File: config.mk
export PLATFORM = sky130hd
export DESIGN_NAME = pipeline_hazard_ctrl
export DESIGN_NICKNAME = d
export VERILOG_FILES = /design/src/rtl/core_pkg.sv /design/src/rtl/hazard_forward_unit.sv /design/src/rtl/pipeline_hazard_ctrl.sv
export SDC_FILE = /design/constraint.sdc
export NUM_CORES = 1
export LEC_CHECK = 0
export BUFFER_PORTS_ARGS = -buffer_cell sky130_fd_sc_hd__buf_4
export CAP_MARGIN = 30
export CELL_PAD_IN_SITES_DETAIL_PLACEMENT = 0
export CELL_PAD_IN_SITES_GLOBAL_PLACEMENT = 1
export CORE_ASPECT_RATIO = 0.8
export CORE_UTILIZATION = 37
export CTS_BUF_LIST = sky130_fd_sc_hd__clkbuf_4
export CTS_CLUSTER_SIZE = 10
export DETAILED_ROUTE_END_ITERATION = 12
export PLACE_DENSITY_LB_ADDON = 0.1
export SLEW_MARGIN = 30
export SYNTH_ARGS = -nofsm -noshare
export SYNTH_HDL_FRONTEND = slang
export SYNTH_SLANG_ARGS = --single-unit
File: constraint.sdc
create_clock -name i_clk -period 3.3 [get_ports i_clk]
set_input_delay 0.99 -clock i_clk [delete_from_list [all_inputs] [get_ports i_clk]]
set_output_delay 0.99 -clock i_clk [all_outputs]
set_load 0.005 [all_outputs]
File: src/rtl/core_pkg.sv
// ----------------------------------------------------------------------------
// core_pkg
// Shared definitions for the 5-stage core's hazard logic:
//   - t_hz_state : hazard sequencer states
//   - FWD_*      : execute-stage operand forward selects
//   - LOAD_SRC_ENC : result_src encoding that marks a load
// ----------------------------------------------------------------------------
package core_pkg;

  typedef enum logic [1:0] {
    RUN      = 2'd0,
    MEM_WAIT = 2'd1,
    DRAIN    = 2'd2,
    HALT     = 2'd3
  } t_hz_state;

  localparam logic [1:0] FWD_RF  = 2'b00;
  localparam logic [1:0] FWD_WB  = 2'b01;
  localparam logic [1:0] FWD_MEM = 2'b10;

  localparam logic [2:0] LOAD_SRC_ENC = 3'b001;

endpackage

File: src/rtl/hazard_forward_unit.sv
// ----------------------------------------------------------------------------
// hazard_forward_unit
// Combinational operand-forward select for the execute stage. Each source
// register is resolved independently; a memory-stage producer is younger
// than a writeback-stage producer and therefore wins.
// Ports:
//   i_rs1_addr_e / i_rs2_addr_e : execute-stage source registers
//   i_rd_addr_m, i_reg_we_m     : memory-stage destination / write enable
//   i_rd_addr_w, i_reg_we_w     : writeback-stage destination / write enable
//   o_fwd_rs1_e / o_fwd_rs2_e   : FWD_RF, FWD_WB or FWD_MEM
// ----------------------------------------------------------------------------
module hazard_forward_unit
  import core_pkg::*;
#(
  parameter int REG_ADDR_W = 5
) (
  input  logic [REG_ADDR_W-1:0] i_rs1_addr_e,
  input  logic [REG_ADDR_W-1:0] i_rs2_addr_e,
  input  logic [REG_ADDR_W-1:0] i_rd_addr_m,
  input  logic                  i_reg_we_m,
  input  logic [REG_ADDR_W-1:0] i_rd_addr_w,
  input  logic                  i_reg_we_w,
  output logic [1:0]            o_fwd_rs1_e,
  output logic [1:0]            o_fwd_rs2_e
);

  // x0 is hard-wired to zero, so a write to it is never a valid producer.
  function automatic logic [1:0] fwd_select(
    input logic [REG_ADDR_W-1:0] rs,
    input logic [REG_ADDR_W-1:0] rd_m,
    input logic                  we_m,
    input logic [REG_ADDR_W-1:0] rd_w,
    input logic                  we_w
  );
    logic [1:0] sel;
    if (we_m && (rd_m != '0) && (rd_m == rs)) begin
      sel = FWD_MEM;
    end else if (we_w && (rd_w != '0) && (rd_w == rs)) begin
      sel = FWD_WB;
    end else begin
      sel = FWD_RF;
    end
    return sel;
  endfunction

  // Forward selects for both execute-stage operands.
  always_comb begin
    o_fwd_rs1_e = fwd_select(i_rs1_addr_e, i_rd_addr_m, i_reg_we_m, i_rd_addr_w, i_reg_we_w);
    o_fwd_rs2_e = fwd_select(i_rs2_addr_e, i_rd_addr_m, i_reg_we_m, i_rd_addr_w, i_reg_we_w);
  end

endmodule

File: src/rtl/pipeline_hazard_ctrl.sv
// ----------------------------------------------------------------------------
// pipeline_hazard_ctrl
// Central hazard and stall sequencer for the 5-stage core.
//   - Stall/flush enables for the F/D/E/M pipeline registers (combinational
//     from current state and inputs).
//   - Data-memory wait sequencing (RUN <-> MEM_WAIT).
//   - ECALL drain-to-halt (RUN -> DRAIN for two cycles -> HALT).
//   - Execute-stage forward selects (via hazard_forward_unit).
//   - Saturating stall-cycle counter.
// Ports:
//   i_clk, i_arst            : clock, async active-high reset
//   i_rs*_addr_d/e, i_rd_*   : register addresses per stage
//   i_result_src_e           : execute result source (load detection)
//   i_branch_taken_e         : redirect resolved in execute
//   i_mem_access_m/i_mem_ready : memory-stage access and completion
//   i_ecall_m, i_a0_lsb_m    : ECALL in memory stage and its exit bit
//   o_stall_f/d/e/m          : hold pipeline registers
//   o_flush_d/e              : bubble decode / execute
//   o_fwd_rs1_e/o_fwd_rs2_e  : forward selects
//   o_halt, o_exit_code      : halted flag and latched exit bit
//   o_stall_cnt              : stall-cycle counter
// ----------------------------------------------------------------------------
module pipeline_hazard_ctrl
  import core_pkg::*;
#(
  parameter int         REG_ADDR_W = 5,
  parameter int         CNT_W      = 32,
  parameter logic [2:0] LOAD_SRC   = LOAD_SRC_ENC
) (
  input  logic                  i_clk,
  input  logic                  i_arst,
  input  logic [REG_ADDR_W-1:0] i_rs1_addr_d,
  input  logic [REG_ADDR_W-1:0] i_rs2_addr_d,
  input  logic [REG_ADDR_W-1:0] i_rs1_addr_e,
  input  logic [REG_ADDR_W-1:0] i_rs2_addr_e,
  input  logic [REG_ADDR_W-1:0] i_rd_addr_e,
  input  logic [2:0]            i_result_src_e,
  input  logic                  i_branch_taken_e,
  input  logic [REG_ADDR_W-1:0] i_rd_addr_m,
  input  logic                  i_reg_we_m,
  input  logic [REG_ADDR_W-1:0] i_rd_addr_w,
  input  logic                  i_reg_we_w,
  input  logic                  i_mem_access_m,
  input  logic                  i_mem_ready,
  input  logic                  i_ecall_m,
  input  logic                  i_a0_lsb_m,
  output logic                  o_stall_f,
  output logic                  o_stall_d,
  output logic                  o_stall_e,
  output logic                  o_stall_m,
  output logic                  o_flush_d,
  output logic                  o_flush_e,
  output logic [1:0]            o_fwd_rs1_e,
  output logic [1:0]            o_fwd_rs2_e,
  output logic                  o_halt,
  output logic                  o_exit_code,
  output logic [CNT_W-1:0]      o_stall_cnt
);

  t_hz_state        state_q, state_d;
  logic             drain_q, drain_d;
  logic             exit_code_q, exit_code_d;
  logic [CNT_W-1:0] stall_cnt_q, stall_cnt_d;

  logic             mem_stall;
  logic             load_use;
  logic             stall_f, stall_d, stall_e, stall_m;
  logic             flush_d, flush_e;

  // Load-use: the load result is not available until after M, so a
  // dependent instruction in decode must wait one cycle.
  always_comb begin
    load_use = (i_result_src_e == LOAD_SRC) && (i_rd_addr_e != '0) &&
               ((i_rd_addr_e == i_rs1_addr_d) || (i_rd_addr_e == i_rs2_addr_d));
  end

  // Next-state, stall/flush outputs and counter update.
  always_comb begin
    state_d     = state_q;
    drain_d     = drain_q;
    exit_code_d = exit_code_q;
    stall_cnt_d = stall_cnt_q;
    mem_stall   = 1'b0;
    stall_f     = 1'b0;
    stall_d     = 1'b0;
    stall_e     = 1'b0;
    stall_m     = 1'b0;
    flush_d     = 1'b0;
    flush_e     = 1'b0;

    case (state_q)
      RUN, MEM_WAIT: begin
        // In RUN a stall needs a fresh access; in MEM_WAIT the access is
        // already outstanding so only ready matters.
        if (state_q == RUN) begin
          mem_stall = i_mem_access_m & ~i_mem_ready;
        end else begin
          mem_stall = ~i_mem_ready;
        end

        if (mem_stall) begin
          // Whole pipe freezes; branch, load-use and ECALL wait.
          stall_f = 1'b1;
          stall_d = 1'b1;
          stall_e = 1'b1;
          stall_m = 1'b1;
          state_d = MEM_WAIT;
        end else begin
          // A taken branch discards the dependent instruction, so no
          // load-use stall is needed when both fire.
          flush_d = i_branch_taken_e;
          flush_e = i_branch_taken_e | load_use;
          stall_f = load_use & ~i_branch_taken_e;
          stall_d = load_use & ~i_branch_taken_e;
          if ((state_q == RUN) && i_ecall_m) begin
            state_d     = DRAIN;
            drain_d     = 1'b0;
            exit_code_d = i_a0_lsb_m;
          end else begin
            state_d = RUN;
          end
        end
      end

      DRAIN: begin
        // Front end held while M and W retire what is ahead of the ECALL.
        stall_f = 1'b1;
        stall_d = 1'b1;
        flush_e = 1'b1;
        if (drain_q) begin
          state_d = HALT;
        end else begin
          drain_d = 1'b1;
        end
      end

      HALT: begin
        stall_f = 1'b1;
        stall_d = 1'b1;
        stall_e = 1'b1;
        stall_m = 1'b1;
      end

      default: begin
        state_d = RUN;
      end
    endcase

    // Saturating count of front-end stall cycles; halted time is excluded.
    if (stall_f && (state_q != HALT) && (stall_cnt_q != {CNT_W{1'b1}})) begin
      stall_cnt_d = stall_cnt_q + {{(CNT_W-1){1'b0}}, 1'b1};
    end else begin
      stall_cnt_d = stall_cnt_q;
    end
  end

  // State and bookkeeping registers.
  always_ff @(posedge i_clk or posedge i_arst) begin
    if (i_arst) begin
      state_q     <= RUN;
      drain_q     <= 1'b0;
      exit_code_q <= 1'b0;
      stall_cnt_q <= '0;
    end else begin
      state_q     <= state_d;
      drain_q     <= drain_d;
      exit_code_q <= exit_code_d;
      stall_cnt_q <= stall_cnt_d;
    end
  end

  hazard_forward_unit #(
    .REG_ADDR_W (REG_ADDR_W)
  ) u_fwd (
    .i_rs1_addr_e (i_rs1_addr_e),
    .i_rs2_addr_e (i_rs2_addr_e),
    .i_rd_addr_m  (i_rd_addr_m),
    .i_reg_we_m   (i_reg_we_m),
    .i_rd_addr_w  (i_rd_addr_w),
    .i_reg_we_w   (i_reg_we_w),
    .o_fwd_rs1_e  (o_fwd_rs1_e),
    .o_fwd_rs2_e  (o_fwd_rs2_e)
  );

  assign o_stall_f   = stall_f;
  assign o_stall_d   = stall_d;
  assign o_stall_e   = stall_e;
  assign o_stall_m   = stall_m;
  assign o_flush_d   = flush_d;
  assign o_flush_e   = flush_e;
  assign o_halt      = (state_q == HALT);
  assign o_exit_code = exit_code_q;
  assign o_stall_cnt = stall_cnt_q;

endmodule

-- After elaboration in Yosys (flattened, before gate mapping)
Cells that the tools add are included.
- equal/unequal tests: 15
- bitwise operators: 6
- reduce and logical (&&, ||, !) cells: 22
- $add $sub $neg: 1
- muxes and demuxes: 21
- operators by type and width (operator ; number):
    $add 32x1->32 const B ; 1
    $ne 32x32->1 const B ; 1
    $eq 5x5->1 ; 6
    $reduce_bool 5->1 ; 3
    $logic_and 1x1->1 ; 11
    $mux 1 ; 11
    $mux 2 ; 5
    $ne 2x2->1 const B ; 4
    $pmux 1 s2 ; 4
    $reduce_and 3->1 ; 2
    $eq 2x2->1 const B ; 2
    $pmux 2 s2 ; 1
    $reduce_or 2->1 ; 2
    $eq 3x1->1 const B ; 1
    $not 1->1 ; 3
    $and 1x1->1 ; 2
    $eq 2x1->1 const B ; 1
    $logic_not 2->1 ; 1
    $reduce_and 2->1 ; 1
    $reduce_bool 2->1 ; 1
    $logic_or 1x1->1 ; 1
    $or 1x1->1 ; 1
- flip-flop bits (word level): 36

-- Depth between registers and ports, before layout
Gate-level depths: netlist of run 1.
- depth in word-level cells: 8
- depth in mapped cells: 8
- mapped depth without buffers: 6

-- Modules after synthesis
Synthesis of run 1 repeated with hierarchy kept, for this count alone.
- cell total of the unflattened synthesis: 224
- area total of the unflattened synthesis: 2254.7 um^2
- modules (own cells, without submodules) (module ; cells each ; area each (um^2) ; times used ; sequential area each (um^2)):
    pipeline_hazard_ctrl ; 190 ; 1996.9 ; 1 ; 900.9
    hazard_forward_unit ; 34 ; 257.7 ; 1 ; 0.0

-- Least setup slack after synthesis of run 1
Ideal clock, no wire load.
- path type: input port to output port
- start point: in i_rd_addr_m[1]
- end point: out o_fwd_rs1_e[0]
- stages: 4
- arrival: 2.117 ns
- slack: 0.193 ns
- cell sequence: or4_1 -> o21ai_0 -> nor4_1 -> nor4_1
- word-level cells in the longest chain between the ends: 4
- elaborated cells between the ends (all ways): 5
- classes of those cells: eq/ne: 1; mux: 1; reduce/logical: 3
- ends and longest elaborated chain (element ; RTL line ; RTL):
    start: declaration ; pipeline_hazard_ctrl.sv:39 ; input logic [REG_ADDR_W-1:0] i_rd_addr_m,
    $reduce_bool 5->1 ; hazard_forward_unit.sv:36 ; if (we_m && (rd_m != '0) && (rd_m == rs)) begin
    $logic_and 1x1->1 ; hazard_forward_unit.sv:36 ;
    $logic_and 1x1->1 * ; hazard_forward_unit.sv:36 ;
    $mux 2 * ; hazard_forward_unit.sv:36 ;
    end: declaration ; pipeline_hazard_ctrl.sv:53 ; output logic [1:0] o_fwd_rs1_e,
Mark *: on every way between the ends. The rest lies on a longest branch, timed or not.

-- Final worst setup path of run 1
- start point: in i_rd_addr_w[2]
- end point: out o_fwd_rs2_e[0]
- word-level cells in the longest chain between the ends: 5
- elaborated cells between the ends (all ways): 6
- classes of those cells: eq/ne: 1; mux: 2; reduce/logical: 3
- ends and longest elaborated chain (element ; RTL line ; RTL):
    start: declaration ; pipeline_hazard_ctrl.sv:41 ; input logic [REG_ADDR_W-1:0] i_rd_addr_w,
    $reduce_bool 5->1 ; hazard_forward_unit.sv:38 ; end else if (we_w && (rd_w != '0) && (rd_w == rs)) begin
    $logic_and 1x1->1 ; hazard_forward_unit.sv:38 ;
    $logic_and 1x1->1 * ; hazard_forward_unit.sv:38 ;
    $mux 1 * ; hazard_forward_unit.sv:38 ;
    $mux 2 * ; hazard_forward_unit.sv:36 ;
    end: declaration ; pipeline_hazard_ctrl.sv:54 ; output logic [1:0] o_fwd_rs2_e,
Marked as above.

==> impl_metrics.toml, run 1 <==
[status]
status = "complete, no violations"

[floorplan]
fp.dieW_um = 89.9
start_util_pct = 38.4
core_area_um2 = 5940
io_pins = 91
rows = 25
dieHeight_um = 72.3
die_area_um2 = 6500

[placed_design]
io_buffer_count = 90
place.gp.congestion = 0.785
pre_cts_ws_ps = -130
dpl.hpwl_um = 4210
place_inst = 409
postPlaceCellArea_um2 = 3080

[clock_tree]
ctsHoldBuffers = 0
numClockSinks = 36
clock_path_buffers = 2
htreeDepth = 2
numCtsBuffers = 5
cts_tree = "yes"
post_cts_buffers = 0
cts_root_buf = "clkbuf_4"
clkTransAtPathRegs_ps = 110
clkLatencyLatePin_ps = 340

[yosys]
yosysSeqAreaShare_pct = 39.4
ys_types = 36
syn_area_per_cell_um2 = 9.56
synth_edf_count = 0
yosysWarnings = 0
synth_flop_cell = "dfrtp_1"
yosys_register_bits = 36
synth_cells = 239
async_reset_ff_share_pct = 100
synth_nets = 287
synth_area_um2 = 2280

[pwr]
powerDensity_nw_per_um2 = 433
total_leakage_power_uw = 0.00158
finalPower_uw = 1380
ir_worst_vdd_mv = 0.291

[grt]
grt_max_degree = 37
grt_pass1_vias = 1936
antenna_found_initial = 0
grt_usage_pct = 17.7
grt.overflow.total = 0
grt_pass1_wl_um = 9250

[timing]
achievable-frequency_mhz = 309
worst_pin_slew_ps = 676
fin_crit_ps = 3240
hold_viol_final = 0
layout_setup_ws_ps = 63.5
finClkSkew_ps = 13.0
setup_tns_ps = 0
fin_crit_sh_pct = 98.1
slew_viol_final = 0
rsz0062_at_grt = "true"
setup_viol_count_final = 0
maxSlewHeadroom_pct = 54.9

[layout]
instances_no_fill = 417
final_cell_area_um2 = 3180
drive_above_1_share_pct = 35.7
multi_input_area_um2 = 1340
area_growth_pct = 39.2
seq_area_um2 = 901
nets = 383
layout_commonest_cell = "buf_4"
final_cell_mix = "buf_4 (101), xor2_1 (55), dfrtp_1 (36)"
n_antenna_cell = 0
num-fill-cells = 578

[setup_path]
worst_ep_arrival_time_ps = 2250
path_class = "in2out"
cp-end-kind = "output port"
critPathRequiredTime_ps = 2310
path_cells = "buf_4 -> or4_1 -> o21ai_0 -> or4_4 -> nor4_2 -> buf_4"
max_stage_delay_ps = 560
path_max_fanout = 3
crit_top_cell = "buf_4"
critPathLaunchType = "primary input"
reg2reg_depth = 5
cpMaxStageDelayCell = "or4_4"

[routing]
ant_nets = 0
drt-initial-drc-count = 99
vias = 2052
drc = 0
routedWlPerCell_um = 13.5
avgViaCountPerCell = 4.92
drtPass1Iterations = 4
routed_wl_um = 5620

[hold_path]
holdPathStages = 2
min_path_type = "reg2reg"

[job]
drv_cap = 0
## flip-flops by register name, indices dropped and copies added, names as in the netlist
name         flops
drain_q          1
state_q          2
o_stall_cnt     32
o_exit_code      1
## synth_stat cells, drive strengths merged (4+ instances only)
cell / number / area, um^2
xor2: 55 / 482
and4: 6 / 52.6
nand4: 15 / 93.8
buf: 9 / 56.3
nor3: 10 / 50.1
or4: 6 / 45.0
nand2: 11 / 43.8
nor4: 4 / 25.0
dfrtp: 36 / 901
and3: 10 / 62.6
and2: 5 / 31.3
o21ai: 5 / 25.0
nand3: 11 / 55.1
xnor2: 6 / 52.6
nor2: 22 / 82.6
nor3b: 7 / 52.6
## cell type report
cell class | count | area share, %
clock inverter | 2 | 1.10
clock buffer | 6 | 1.42
inverter | 1 | 0.118
multi-input combinational | 190 | 42.0
sequential | 36 | 28.3
timing repair buffer | 101 | 23.8
tap | 81 | 3.19
## cell families (layout without fill, tap and decap cells)
group,count (synthesis),after routing,share of synthesized area [%]
compound gates,10,10,2.96
fa+ha+maj,1,1,0.548
xor+xnor,61,61,23.4
buf+inv,13,110,3.12
simple gates,116,116,29.6
flops,36,36,39.4
mux,2,2,0.986
## repair_timing
item,in CTS,in global routing
setup endpoints to repair,2,3
endpoints found under the hold margin,0,0
pin swaps,1,3
gates resized for setup,2,4
## critical path: cells and delay by family
kind,cells,cell delay [ps]
buffers and inverters,2,250
AOI/OAI and AO/OA,1,80
and+or+nand+nor,3,930
## worst paths after layout
kind	start	endpoint	slack, ps
max	i_rd_addr_w[2]	o_fwd_rs2_e[0]	60
min	drain_q	drain_q	500
max reg2reg	o_stall_cnt[26]	o_stall_cnt[1]	850
min reg2reg	drain_q	drain_q	500
max in group asynchronous	i_arst	o_stall_cnt[3]	2220
min in group asynchronous	i_arst	o_stall_cnt[23]	740
## stage by stage
step           utilization [%]  hold WS, ps
2_1_floorplan                -          447
3_3_place_gp              51.8          463
3_5_place_dp              51.8          465
4_1_cts                   53.2          495
5_1_grt                   53.5          518
6_report                  53.5          495
## report_power, final
part,switching [uW],internal [uW]
sequential,71.2,505
combinational,239,245
clock,149,167
total,460,917
## metal layers
metal / wire (um) / vias to the layer above / track usage, %
met3: 225 / 2 / 3.67
met2: 2550 / 43 / 27.6
met4: 15 / 0 / 3.76
met1: 2830 / 980 / 25.6
li1: - / 1027 / -
met5: 0 / - / 0
No activity file was read; power rests on OpenSTA's default activity.
==> inputs of run 2 (changes only) <==
Settings changed: ABC_AREA set to 1, CORE_UTILIZATION 37 to 36.
==> run 2 against run 1 <==
Effect of this change:
- clock power is 1% lower
- sequential share of layout area is 3.7 points lower
- synthesized area up 24%
- maximum frequency increased by 10%
- critical path depth up 1
- sequential power shrank 23%
- synthesized cell count is 86% higher
- global-route usage is 1.9 points higher
- critical path type unchanged
- combinational power decreased by 76%
- non-clock buffer count decreased by 9
==> impl_metrics.toml, run 2 <==
[grt]
grt_pass1_vias = 2708
grt_usage_pct = 19.6
grt_pass1_wl_um = 12700
grt.overflow.total = 0
antenna_found_initial = 0
grt_max_degree = 37

[timing]
achievable-frequency_mhz = 340
rsz0062_at_grt = "false"
maxSlewHeadroom_pct = 62.3
fin_crit_ps = 2940
setup_tns_ps = 0
hold_viol_final = 0
fin_hold_ws_ps = 509
fin_crit_sh_pct = 89.1
finClkSkew_ps = 13.9
setup_viol_count_final = 0
worst_pin_slew_ps = 561
slew_viol_final = 0

[yosys]
yosysSeqAreaShare_pct = 31.7
yosys_register_bits = 36
ys_types = 22
synthDominantCellAreaShare_pct = 31.7
synth_area_um2 = 2840
async_reset_ff_share_pct = 100
synth.most_common_cell = "nand2_1"
synth_area_leader_cell = "dfrtp_1"
syn_area_per_cell_um2 = 6.39
synth_cells = 444
synth_flop_cell = "dfrtp_1"
synth_nets = 492
ys_top_cells_by_count = "nand2_1 (175), nor2_1 (55), nand3_1 (46), inv_1 (37), dfrtp_1 (36)"
synth_edf_count = 0
ys_top_cells_by_area = "dfrtp_1 (32%), nand2_1 (23%), nand3_1 (8.1%)"
yosysWarnings = 0

[layout]
n_antenna_cell = 0
largest_reg_flops = 32
num-fill-cells = 806
drive_above_1_share_pct = 19.5
area_growth_pct = 28.8
final_cell_mix = "nand2_1 (175), buf_4 (92), nor2_1 (55)"
layout_commonest_cell = "nand2_1"
nets = 580

[clock_tree]
htreeDepth = 2
ctsResizeCount = 0
cts_root_buf = "clkbuf_4"
numCtsBuffers = 5
numClockSinks = 36
cts_tree = "yes"
clock_path_buffers = 2
clkTransAtPathRegs_ps = 120
clkLatencyLatePin_ps = 340
ctsHoldBuffers = 0
post_cts_buffers = 0

[pwr]
total_leakage_power_uw = 0.00194
ir_worst_vdd_mv = 0.151
power_frac_clock_pct = 35.9
switching_share_pct = 24.2
powerDensity_nw_per_um2 = 238
combPwrFrac_pct = 13.2
seq_power_share_pct = 50.9
internal_power_uw = 659
switchingPower_uw = 210

[setup_path]
path_class = "in2out"
critical-path-top-delay-family = "simple AND/OR/NAND/NOR gates"
crit_buf_inv = 2
crit_top_cell = "nor2_1"
cpMaxStageDelayCell = "nor2_1"
cp-end-kind = "output port"
worst_ep_arrival_time_ps = 1950
path_cells = "buf_4 -> nor3_1 -> nor2_1 -> nor2_1 -> nor2_1 -> a31oi_1 -> buf_4"
max_stage_delay_ps = 240
critPathRequiredTime_ps = 2310
path_max_fanout = 4
critPathLaunchType = "primary input"

[floorplan]
dieHeight_um = 81.4
core_area_um2 = 7500
io_pins = 91
start_util_pct = 37.9
die_area_um2 = 8240
rows = 28
fp.dieW_um = 101

[placed_design]
io_buffer_count = 90
place.gp.congestion = 0.862
dpl.hpwl_um = 6080

[routing]
avgViaCountPerCell = 4.62
vias = 2949
ant_nets = 0
routed_wl_um = 7630
drc = 0
routedWlPerCell_um = 12.0
drtPass1Iterations = 5
drt-initial-drc-count = 100

[hold_path]
min_path_type = "reg2reg"

[job]
drv_cap = 0

[status]
status = "complete, no violations"
-- run 2: logic make-up after synthesis --
logic type	synth area share (%)
buffers and inverters	7.94
XOR/XNOR	13.0
flip-flops	31.7
adder cells (fa/ha/maj)	0.441
AND/OR/NAND/NOR	46.0
AO/OA/AOI/OAI	0.926
-- run 2: final cells by class --
| cell class | count | area (um^2) | share of cell area, % |
|---|---|---|---|
| Multi-Input combinational cell | 358 | 1710 | 46.8 |
| Sequential cell | 36 | 901 | 24.6 |
| Timing Repair Buffer | 92 | 691 | 18.9 |
| Inverter | 39 | 146 | 4.00 |
| Tap cell | 105 | 131 | 3.59 |
| Clock buffer | 5 | 37.5 | 1.03 |
| Clock inverter | 3 | 37.5 | 1.03 |
-- run 2: path summary, 6_finish.rpt --
check	start	to	slack [ps]	cells past startpoint
max in group asynchronous	i_arst	state_q[1]	2220	3
hold reg to reg	o_exit_code	o_exit_code	510	2
setup reg to reg	o_stall_cnt[0]	o_stall_cnt[21]	1110	9
hold / removal	o_exit_code	o_exit_code	510	2
min in group asynchronous	i_arst	o_stall_cnt[6]	740	3
setup / recovery	i_mem_access_m	o_flush_e	360	7
-- run 2: per-stage QoR --
| stage | instances | total power, uW | area [um^2] | utilization (%) | worst slack [ps] |
|---|---|---|---|---|---|
| 6_report | 638 | 869 | 3660 | 48.8 | 360 |
| 5_1_grt | 638 | 911 | 3660 | 48.8 | 237 |
| 4_1_cts | 638 | 883 | 3660 | 48.8 | 356 |
| 3_5_place_dp | 630 | 568 | 3580 | 47.8 | 370 |
| 3_3_place_gp | 630 | 567 | 3580 | 47.8 | 395 |
| 2_1_floorplan | 444 | 500 | 2840 | - | 427 |
-- run 2: worst register-to-register path, delay by kind of cell (launching register included) --
kind          cells  cell delay [ps]
flops             1              460
fa+ha+maj         1              270
simple gates      6              820
buf+inv           2              540
-- run 2: routing by layer --
metal	wire [um]	up-vias	track usage, %
met2	3280	61	31.4
met1	4000	1319	27.7
met3	310	5	4.17
li1	-	1564	-
met4	30	0	3.04
met5	0	-	0
-- run 2: power by group through the flow --
stage	Clock [uW]	Sequential [uW]	Combinational [uW]
6_report	312	443	115
3_3_place_gp	0	451	116
5_1_grt	338	443	129
3_5_place_dp	0	451	116
2_1_floorplan	0	451	49.4
4_1_cts	324	443	117
